[src/rtl/hci_core_rr_arbiter.sv]
`timescale 1ns/1ps
`default_nettype none
// ============================================================================
//  Module   : hci_core_rr_arbiter
//  Purpose  : N-to-1 round-robin arbiter sharing one TCDM master port between
//             NB_IN HCI core requesters. Issued requester IDs are held in an
//             in-order queue so each response is routed back to its issuer.
//  Ports    : clk_i / rst_i / clear_i       clock, sync reset, sync soft clear
//             in_req_i .. in_user_i         per-requester request + payload
//             in_gnt_o                      per-requester grant
//             in_r_valid_o / in_r_data_o /  response routed to owner, data and
//             in_r_user_o / in_lrdy_i       user broadcast, owner backpressure
//             out_req_o .. out_user_o       muxed master request + payload
//             out_gnt_i                     master grant
//             out_r_valid_i / out_r_data_i /
//             out_r_user_i / out_lrdy_o     master response + response ready
//             outstanding_o                 ID-queue occupancy
//             err_o                         sticky "response with no owner"
//  Revision : 1.0  initial release
// ============================================================================
module hci_core_rr_arbiter #(
  parameter int NB_IN           = 4,
  parameter int AW              = 32,
  parameter int DW              = 32,
  parameter int BW              = 8,
  parameter int UW              = 1,
  parameter int MAX_OUTSTANDING = 4
) (
  input  logic                                     clk_i,
  input  logic                                     rst_i,
  input  logic                                     clear_i,
  input  logic [NB_IN-1:0]                         in_req_i,
  output logic [NB_IN-1:0]                         in_gnt_o,
  input  logic [NB_IN*AW-1:0]                      in_add_i,
  input  logic [NB_IN-1:0]                         in_wen_i,
  input  logic [NB_IN*DW-1:0]                      in_data_i,
  input  logic [NB_IN*(DW/BW)-1:0]                 in_be_i,
  input  logic [NB_IN*UW-1:0]                      in_user_i,
  output logic [NB_IN-1:0]                         in_r_valid_o,
  output logic [DW-1:0]                            in_r_data_o,
  output logic [UW-1:0]                            in_r_user_o,
  input  logic [NB_IN-1:0]                         in_lrdy_i,
  output logic                                     out_req_o,
  input  logic                                     out_gnt_i,
  output logic [AW-1:0]                            out_add_o,
  output logic                                     out_wen_o,
  output logic [DW-1:0]                            out_data_o,
  output logic [DW/BW-1:0]                         out_be_o,
  output logic [UW-1:0]                            out_user_o,
  input  logic                                     out_r_valid_i,
  input  logic [DW-1:0]                            out_r_data_i,
  input  logic [UW-1:0]                            out_r_user_i,
  output logic                                     out_lrdy_o,
  output logic [$clog2(MAX_OUTSTANDING+1)-1:0]     outstanding_o,
  output logic                                     err_o
);

  localparam int c_BEW = DW / BW;
  localparam int c_IDW = $clog2(NB_IN);
  localparam int c_OCW = $clog2(MAX_OUTSTANDING + 1);
  localparam int c_QAW = (MAX_OUTSTANDING > 1) ? $clog2(MAX_OUTSTANDING) : 1;

  // Arbitration state
  logic [c_IDW-1:0] r_rr_ptr;
  logic             r_lock_vld;
  logic [c_IDW-1:0] r_lock_idx;

  // Requester-ID queue
  logic [c_IDW-1:0] r_id_q [MAX_OUTSTANDING];
  logic [c_QAW-1:0] r_wptr;
  logic [c_QAW-1:0] r_rptr;
  logic [c_OCW-1:0] r_count;
  logic             r_err;

  logic [c_IDW-1:0] w_hi_sel;
  logic [c_IDW-1:0] w_lo_sel;
  logic             w_hi_hit;
  logic [c_IDW-1:0] w_rr_sel;
  logic [c_IDW-1:0] w_sel;
  logic [c_IDW-1:0] w_sel_inc;
  logic [c_IDW-1:0] w_head;
  logic             w_full;
  logic             w_empty;
  logic             w_grant;
  logic             w_pop;
  logic             w_rsp_route;

  function automatic logic [c_QAW-1:0] f_qinc(input logic [c_QAW-1:0] p);
    if (p == c_QAW'(MAX_OUTSTANDING - 1)) begin
      return '0;
    end
    return p + 1'b1;
  endfunction

  // Round-robin pick: the lowest requesting index at or above the pointer
  // wins (w_hi_sel); if none exists the search wraps to the lowest requesting
  // index overall (w_lo_sel). Scanning downward lets the last hit stand.
  always_comb begin
    w_hi_sel = '0;
    w_lo_sel = r_rr_ptr;
    w_hi_hit = 1'b0;
    for (int i = NB_IN - 1; i >= 0; i--) begin
      if (in_req_i[i]) begin
        w_lo_sel = c_IDW'(i);
        if (c_IDW'(i) >= r_rr_ptr) begin
          w_hi_sel = c_IDW'(i);
          w_hi_hit = 1'b1;
        end
      end
    end
  end

  assign w_rr_sel  = w_hi_hit ? w_hi_sel : w_lo_sel;
  // A pending, ungranted request keeps its requester selected so the master
  // sees a stable request until it grants.
  assign w_sel     = r_lock_vld ? r_lock_idx : w_rr_sel;
  assign w_sel_inc = (w_sel == c_IDW'(NB_IN - 1)) ? '0 : w_sel + 1'b1;

  assign w_full    = (r_count == c_OCW'(MAX_OUTSTANDING));
  assign w_empty   = (r_count == '0);
  assign w_head    = r_id_q[r_rptr];

  // Full blocks new requests even if a response frees a slot this cycle;
  // this keeps the grant path independent of the response path.
  assign out_req_o = (|in_req_i) & ~w_full;
  assign w_grant   = out_req_o & out_gnt_i;
  assign in_gnt_o  = w_grant ? (NB_IN'(1) << w_sel) : '0;

  assign out_add_o  = in_add_i[int'(w_sel)*AW +: AW];
  assign out_wen_o  = in_wen_i[w_sel];
  assign out_data_o = in_data_i[int'(w_sel)*DW +: DW];
  assign out_be_o   = in_be_i[int'(w_sel)*c_BEW +: c_BEW];
  assign out_user_o = in_user_i[int'(w_sel)*UW +: UW];

  // Responses with an empty queue have no owner: they are not routed and
  // only raise the error flag (a push in the same cycle does not help).
  assign w_rsp_route  = out_r_valid_i & ~w_empty;
  assign out_lrdy_o   = w_empty ? 1'b1 : in_lrdy_i[w_head];
  assign w_pop        = w_rsp_route & out_lrdy_o;
  assign in_r_valid_o = w_rsp_route ? (NB_IN'(1) << w_head) : '0;
  assign in_r_data_o  = out_r_data_i;
  assign in_r_user_o  = out_r_user_i;

  assign outstanding_o = r_count;
  assign err_o         = r_err;

  always_ff @(posedge clk_i) begin
    if (rst_i || clear_i) begin
      r_rr_ptr   <= '0;
      r_lock_vld <= 1'b0;
      r_lock_idx <= '0;
      r_wptr     <= '0;
      r_rptr     <= '0;
      r_count    <= '0;
      r_err      <= 1'b0;
    end else begin
      if (w_grant) begin
        r_rr_ptr <= w_sel_inc;
      end

      if (out_gnt_i) begin
        r_lock_vld <= 1'b0;
      end else if (out_req_o) begin
        r_lock_vld <= 1'b1;
        r_lock_idx <= w_sel;
      end

      if (w_grant) begin
        r_wptr <= f_qinc(r_wptr);
      end
      if (w_pop) begin
        r_rptr <= f_qinc(r_rptr);
      end

      if (w_grant && !w_pop) begin
        r_count <= r_count + 1'b1;
      end else if (w_pop && !w_grant) begin
        r_count <= r_count - 1'b1;
      end

      if (out_r_valid_i && w_empty) begin
        r_err <= 1'b1;
      end
    end
  end

  // Queue storage needs no reset: entries are only read while occupied.
  always_ff @(posedge clk_i) begin
    if (w_grant) begin
      r_id_q[r_wptr] <= w_sel;
    end
  end

endmodule
`default_nettype wire

[config.mk]
export PLATFORM = sky130hd
export DESIGN_NAME = hci_core_rr_arbiter
export DESIGN_NICKNAME = d
export VERILOG_FILES = /design/src/rtl/hci_core_rr_arbiter.sv
export SDC_FILE = /design/constraint.sdc
export NUM_CORES = 1
export LEC_CHECK = 0
export CAP_MARGIN = 20
export CORE_AREA = 5 5 168 170
export DETAILED_ROUTE_END_ITERATION = 8
export DIE_AREA = 0 0 173 175
export SYNTH_ARGS = -nofsm -noshare
export SYNTH_HDL_FRONTEND = slang
export SYNTH_SLANG_ARGS = --single-unit
[constraint.sdc]
create_clock -name clk_i -period 3.4 [get_ports clk_i]
set_input_delay 0.68 -clock clk_i [delete_from_list [all_inputs] [get_ports clk_i]]
set_output_delay 0.68 -clock clk_i [all_outputs]
set_load 0.02 [all_outputs]
Word level (Yosys, flattened, before mapping)
Memory sizes are Yosys's and may differ from the RTL's. A register that Yosys moved wholly into a read port is not among the register bits.
Cells that the tools add are included.
{ "classes": {"add_sub_neg": 5, "n_lt_le_gt_ge": 6, "eq_ne": 4, "shift": 6, "mux": 46, "bitwise_logic": 7, "n_reduce_logical": 11} }
{ "op_table": {"columns": ["operator", "count"], "rows": [
  ["$shiftx A128 B8 Y32", 2],
  ["$mux W2", 21],
  ["$mux W1", 19],
  ["$shiftx A16 B5 Y4", 1],
  ["$mux W4", 2],
  ["$shl A1 B2 Y4 const A", 2],
  ["$add A2 B1 Y2 const B", 3],
  ["$eq A2 B2 Y1 const B", 3],
  ["$lt A2 B3 Y1 const B", 2],
  ["$mux W3", 2],
  ["$and A1 B1 Y1", 4],
  ["$bmux W1 S2", 2],
  ["$ge A1 B2 Y1 const A", 2],
  ["$ge A2 B2 Y1 const A", 2],
  ["$reduce_or A4 Y1", 1],
  ["$shiftx A4 B3 Y1", 1],
  ["$add A3 B1 Y3 const B", 1],
  ["$eq A3 B3 Y1 const B", 1],
  ["$logic_and A1 B1 Y1", 3],
  ["$logic_not A3 Y1", 1],
  ["$not A1 Y1", 3],
  ["$sub A3 B1 Y3 const B", 1],
  ["$logic_not A1 Y1", 2],
  ["$reduce_and A2 Y1", 1],
  ["other kinds (3)", 3]
]} }
{ "totals": {"regBits": 13, "ramBits": 8, "output_inout_bits": 117, "word_cells": 93, "mem_count": 1} }
{ "memory_table": {"columns": ["name", "depth", "word_bits", "read_ports", "rd_ports_with_merged_regs", "write_ports", "line", "text"], "rows": [
  ["r_id_q", 4, 2, 1, 1, 1, "69", "logic [c_IDW-1:0] r_id_q [MAX_OUTSTANDING];"]
]} }

Depth between registers and ports, before layout
{ "depth": {"ltp_word": 13, "depth_mapped": 10} }

Worst setup path before layout
No wires, ideal clock.
{ "synth_path": {"path_kind": "input to output", "from": "input in_req_i[0]", "to": "output out_add_o[0]", "arrival_ps": 2259, "t_required_ps": 2720, "setup_slack_ps": 461, "cell_stages": 7, "path_buffers": 1, "path_cell_list": "or3_1 -> a211o_1 -> o2111ai_2 -> nand2_2 -> clkinv_4 -> buf_6 -> mux2i_1"} }
{ "synth_between": {"elab_chain_cells": 4, "word_cells_on_any_way": 6} }
{ "synth_rtl": {"columns": ["item", "line", "text"], "rows": [
  ["start, declared", "32", "input logic [NB_IN-1:0] in_req_i,"],
  ["$mux W2 / $mux W1 (equally long branches)", "103", "if (in_req_i[i]) begin"],
  ["$mux W2 (*)", "113", "assign w_rr_sel = w_hi_hit ? w_hi_sel : w_lo_sel;"],
  ["$mux W2 (*)", "116", "assign w_sel = r_lock_vld ? r_lock_idx : w_rr_sel;"],
  ["named net w_sel[0]", "79", "logic [c_IDW-1:0] w_sel;"],
  ["$shiftx A128 B8 Y32 (*)", "129", "assign out_add_o = in_add_i[int'(w_sel)*AW +: AW];"],
  ["end, declared", "45", "output logic [AW-1:0] out_add_o,"]
]} }
The timed path passes the listed nets; every way through them passes the cells marked *.

Worst setup path after layout
{ "layout_path": {"from": "input in_req_i[0]", "to": "output out_add_o[4]"} }
Same word-level chain as after synthesis.

==> flow_summary.html <==
<table>
<tr><th>Metric</th><th>Value</th></tr>
<tr><th colspan="2">Cells and area</th></tr>
<tr><td>Share of post-route cells with drive strength above 1</td><td>a little under a fifth</td></tr>
<tr><td>Count of placed standard cells in the final layout, fillers left out</td><td>around 1100</td></tr>
<tr><td>Relative area change from synthesis to final layout</td><td>108.4%</td></tr>
<tr><td>Total Nets Final</td><td>between 1000 and 1500</td></tr>
<tr><td>Post-route cell area</td><td>8244 um^2</td></tr>
<tr><td>Layout filler cell count</td><td>2850</td></tr>
<tr><th colspan="2">Critical path</th></tr>
<tr><td>Critical Path AT</td><td>between 2000 and 3000 ps</td></tr>
<tr><td>Capturing element type of the critical path</td><td>output pin</td></tr>
<tr><td>Cell type group with the largest total delay on the critical path</td><td>buffers and inverters</td></tr>
<tr><td>Worst path bufs/invs</td><td>6</td></tr>
<tr><td>Library cell appearing most often on the critical path</td><td>buf_12</td></tr>
<tr><td>Worst Path Required</td><td>2720 ps</td></tr>
<tr><td>Critical path start-end classification</td><td>in2out</td></tr>
<tr><td>Critical path's largest stage delay</td><td>300 ps</td></tr>
<tr><td>Ordered list of cells on the worst path</td><td>buf_4, or3_1, a211o_1, o2111ai_2, nand2_2, clkinv_4, buf_12, buf_12, clkbuf_16, mux2i_1, clkdlybuf4s15_2</td></tr>
<tr><td>Startpoint kind of the worst setup timing path</td><td>input pin</td></tr>
<tr><td>Top fanout value on the critical path</td><td>7</td></tr>
<tr><td>Max stage delay cell, worst path</td><td>or3_1</td></tr>
<tr><th colspan="2">Timing</th></tr>
<tr><td>Minimum period implied by the final worst setup slack</td><td>approximately 3300 ps</td></tr>
<tr><td>Actual slew at the worst max-slew pin</td><td>around 530 ps</td></tr>
<tr><td>Rel. slew slack</td><td>around 65%</td></tr>
<tr><td>Peak Freq</td><td>a little over 300 MHz</td></tr>
<tr><td>Hold Fails Final Rpt</td><td>0</td></tr>
<tr><td>Worst Clk Skew</td><td>~4 ps</td></tr>
<tr><td>Number of setup violations in the final report</td><td>0</td></tr>
<tr><td>Post-route fraction of the period consumed by the critical path</td><td>between 90% and 100%</td></tr>
<tr><td>Final setup TNS</td><td>0 ps</td></tr>
<tr><td>Fin. max-slew vios</td><td>0</td></tr>
<tr><th colspan="2">Floorplan</th></tr>
<tr><td>Overall die width</td><td>between 150 and 200 um</td></tr>
<tr><td>Vertical die dimension</td><td>between 150 and 200 um</td></tr>
<tr><td>Initial cell density of the core</td><td>about 15%</td></tr>
<tr><td>Number of placement rows</td><td>60</td></tr>
<tr><td>Top Ports</td><td>443</td></tr>
<tr><td>Die Area</td><td>between 30000 and 40000 um^2</td></tr>
<tr><td>Core outline area</td><td>between 20000 and 30000 um^2</td></tr>
<tr><th colspan="2">Clock network</th></tr>
<tr><td>CTS H-tree depth</td><td>1</td></tr>
<tr><td>CTS tree</td><td>done</td></tr>
<tr><td>Clock root buffer</td><td>clkbuf_16</td></tr>
<tr><td>Clock latency at the later pin of the worst-skew pair</td><td>about 250 ps</td></tr>
<tr><td>Post-CTS Hold Fix Bufs</td><td>0</td></tr>
<tr><td>Sinks on the clock net</td><td>23</td></tr>
<tr><td>Maximum clock insertion buffer count</td><td>2</td></tr>
<tr><td>Number of buffers inserted during clock tree synthesis</td><td>3</td></tr>
<tr><td>CTS clk-pin slew, worst paths</td><td>60 ps</td></tr>
<tr><th colspan="2">Run</th></tr>
<tr><td>Max Cap Viol</td><td>0</td></tr>
<tr><th colspan="2">Route</th></tr>
<tr><td>Post-detailed-route count of antenna-violating nets</td><td>0</td></tr>
<tr><td>Iteration count of the initial detailed-routing pass</td><td>4</td></tr>
<tr><td>DRT iter0 DRCs</td><td>70</td></tr>
<tr><td>Residual DRC count</td><td>0</td></tr>
<tr><td>Wire length after detailed routing</td><td>~19 mm</td></tr>
<tr><td>DR WL/cell</td><td>around 17 um</td></tr>
<tr><td>Vias</td><td>~4300</td></tr>
<tr><td>Avg Vias per Cell</td><td>roughly 3.8</td></tr>
<tr><th colspan="2">Pwr</th></tr>
<tr><td>Worst IR drop on VDD</td><td>between 0.00015 and 0.0002 V</td></tr>
<tr><td>Clock power share</td><td>between 10 and 15%</td></tr>
<tr><td>Pwr Total</td><td>2.063 mW</td></tr>
<tr><td>Net Sw Frac</td><td>a little under two fifths</td></tr>
<tr><td>Power density over cell area</td><td>roughly 250 nW/um^2</td></tr>
<tr><td>Cell internal power dissipation</td><td>roughly 1.3 mW</td></tr>
<tr><td>Share of power burned in combinational logic</td><td>between 70% and 80%</td></tr>
<tr><td>Sequential Power Share</td><td>15.1%</td></tr>
<tr><td>Sw Pwr</td><td>about 0.76 mW</td></tr>
<tr><td>Static Leak</td><td>around 3.4 nW</td></tr>
<tr><th colspan="2">Global routing</th></tr>
<tr><td>Number of global-route vias before repair</td><td>~4600</td></tr>
<tr><td>Initial antenna violation count</td><td>3</td></tr>
<tr><td>Largest net degree at the start of global routing</td><td>24</td></tr>
<tr><td>Global-route congestion overflow total</td><td>0</td></tr>
<tr><td>First-pass GRT wire length</td><td>~27 mm</td></tr>
<tr><td>Total Routing Usage GR</td><td>about 11%</td></tr>
<tr><th colspan="2">Yosys</th></tr>
<tr><td>Mux cell area share after synthesis</td><td>56.82%</td></tr>
<tr><td>Share of synthesized area occupied by flip-flops and latches</td><td>around 14%</td></tr>
<tr><td>Cell area after technology mapping</td><td>3955 um^2</td></tr>
<tr><td>Warnings, synthesis</td><td>0</td></tr>
<tr><td>Post-Syn Nets</td><td>~730</td></tr>
<tr><td>Post-synthesis adder-cell area fraction</td><td>between 3 and 4%</td></tr>
<tr><td>Post-synthesis area per instance</td><td>10.04 um^2</td></tr>
<tr><td>Post-synthesis instance total</td><td>394</td></tr>
<tr><td>Netlist cell types</td><td>40</td></tr>
<tr><td>XOR/XNOR Fraction of Synth Area</td><td>less than 1%</td></tr>
<tr><td>Flop and latch count out of synthesis</td><td>23</td></tr>
<tr><td>Basic-gate share of the synthesized area counting and, or, nand and nor cells</td><td>under 10%</td></tr>
<tr><td>Main combinational cell family by area after synthesis</td><td>multiplexers</td></tr>
<tr><td>Share of the synthesized area in compound gates (AO/OA/AOI/OAI)</td><td>under 10%</td></tr>
<tr><th colspan="2">Placed design</th></tr>
<tr><td>Post-placement cell count</td><td>1096</td></tr>
<tr><td>Global placer's final weighted congestion</td><td>a little over 0.8</td></tr>
<tr><td>Placed instance area</td><td>about 8000 um^2</td></tr>
<tr><td>Count of buffers inserted at the top-level ports</td><td>roughly 380</td></tr>
<tr><td>HPWL after detailed placement</td><td>roughly 17 mm</td></tr>
<tr><th colspan="2">Hold path</th></tr>
<tr><td>Worst hold path type</td><td>reg2reg</td></tr>
<tr><th colspan="2">Run status</th></tr>
<tr><td>Outcome</td><td>finished clean</td></tr>
</table>
[synthesized netlist by cell type]
cell	n	share of area (%)
a211o_1	1	0.22
a211oi_1	2	0.38
a211oi_2	1	0.32
a21oi_1	6	0.76
a22oi_1	1	0.19
and2_1	1	0.16
and3_1	8	1.3
buf_12	8	4.0
buf_4	34	6.5
buf_6	8	2.3
buf_8	1	0.38
clkbuf_1	4	0.38
clkbuf_4	6	1.1
clkinv_4	1	0.22
dfxtp_1	15	7.6
edfxtp_1	8	6.1
fa_1	1	0.51
ha_1	10	3.2
inv_1	6	0.57
inv_2	1	0.095
mux2i_1	220	56
mux4_2	2	1.1
nand2_1	4	0.38
nand2_2	1	0.16
nand2b_1	3	0.47
nand3_1	1	0.13
nor2_1	20	1.9
nor2b_1	3	0.47
nor3_1	2	0.25
nor4_1	1	0.16
o2111ai_2	1	0.38
o21a_1	1	0.19
o21ai_0	1	0.13
o21bai_1	1	0.19
o22ai_2	1	0.32
o31a_1	1	0.22
o41ai_2	1	0.41
or2_1	3	0.47
or3_1	2	0.32
xor2_1	2	0.44
[layout make-up]
class / instances / area, um^2 / share of cell area (%)
diodes: 1 / 2.502 / 0.03035
clock buffers: 4 / 78.83 / 0.9561
inverters: 8 / 35.03 / 0.4250
multi-input cells: 302 / 2856 / 34.65
flip-flops and latches: 23 / 540.5 / 6.556
well taps: 341 / 426.7 / 5.175
repair buffers: 432 / 4304 / 52.21
[worst register-to-register path: cells and delay by family, from the launching register on]
| kind | cells | cell delay, ps |
|---|---|---|
| compound gates | 2 | 310 |
| buf+inv | 2 | 140 |
| mux | 2 | 870 |
| simple gates | 1 | 310 |
| xor+xnor | 1 | 160 |
| fa+ha+maj | 2 | 540 |
| flops | 1 | 380 |
[what timing repair did]
action | in CTS | in global routing
endpoints found under the hold margin | 0 | 0
setup endpoints to repair | 74 | 70
resized for setup | 220 | 34
pin swaps | 3 | 4
setup buffers | 5 | 2
cloned | 2 | 1
[placed cells by master (no fill, tap or decap), types with 6 or more instances in the layout]
| cell type | count |
|---|---|
| clkdlybuf4s50_1 | 298 |
| mux2i_1 | 213 |
| buf_4 | 46 |
| clkdlybuf4s15_2 | 27 |
| nor2_1 | 20 |
| buf_2 | 19 |
| dfxtp_1 | 15 |
| buf_12 | 11 |
| ha_1 | 10 |
| dlygate4sd2_1 | 9 |
| and3_1 | 8 |
| buf_6 | 8 |
| edfxtp_1 | 8 |
| mux2i_2 | 7 |
| inv_1 | 6 |
| a21oi_1 | 6 |
[final timing paths]
check / endpoint / slack (ps) / startpoint / cells past startpoint
setup / recovery: out_add_o[4] / 140 / in_req_i[0] / 11
hold / removal: err_o$_SDFFE_PP0P_ / 470 / err_o$_SDFFE_PP0P_ / 2
setup reg to reg: outstanding_o[2]$_SDFFE_PP0P_ / 640 / register / 10
hold reg to reg: err_o$_SDFFE_PP0P_ / 470 / err_o$_SDFFE_PP0P_ / 2
[state kept, by name, summed over array words and instances (netlist names), named ones only]
register,cells
r_lock_idx,2
err_o,1
r_id_q,8
r_lock_vld,1
r_rptr,2
r_wptr,2
outstanding_o,3
r_rr_ptr,2
[metal layers]
| metal | GRT usage [%] | share of wire, % |
|---|---|---|
| met5 | 0 | 0.18 |
| met4 | 2.029 | 1.1 |
| met3 | 3.570 | 7.5 |
| met2 | 20.72 | 52 |
| met1 | 12.85 | 39 |
[cell families after synthesis]
group	count (synthesis)
mux	222
buf+inv	69
simple gates	49
flops	23
compound gates	18
fa+ha+maj	11
xor+xnor	2
[power by group through the flow]
stage | clock network, mW | registers (mW) | logic [mW]
finish | 0.250 | 0.312 | 1.50
global route | 0.269 | 0.314 | 1.60
CTS | 0.256 | 0.312 | 1.51
detailed placement | 0 | 0.318 | 1.52
global placement | 0 | 0.317 | 1.52
floorplan | 0 | 0.318 | 0.784
[metrics by stage]
| step | utilization, % | setup WS [ps] | hold slack, ps |
|---|---|---|---|
| final | 31.02 | 138.6 | 465.2 |
| after CTS | 30.89 | 3.700 | 475.2 |
| after detailed placement | 30.21 | -726.4 | 461.2 |
| after global placement | 30.21 | -654.2 | 457.4 |
| after floorplan | - | 461.3 | 478.4 |
| after global routing | 31.02 | -0.8820 | 542.8 |
Note: power is estimated with default switching activity, not from simulation.
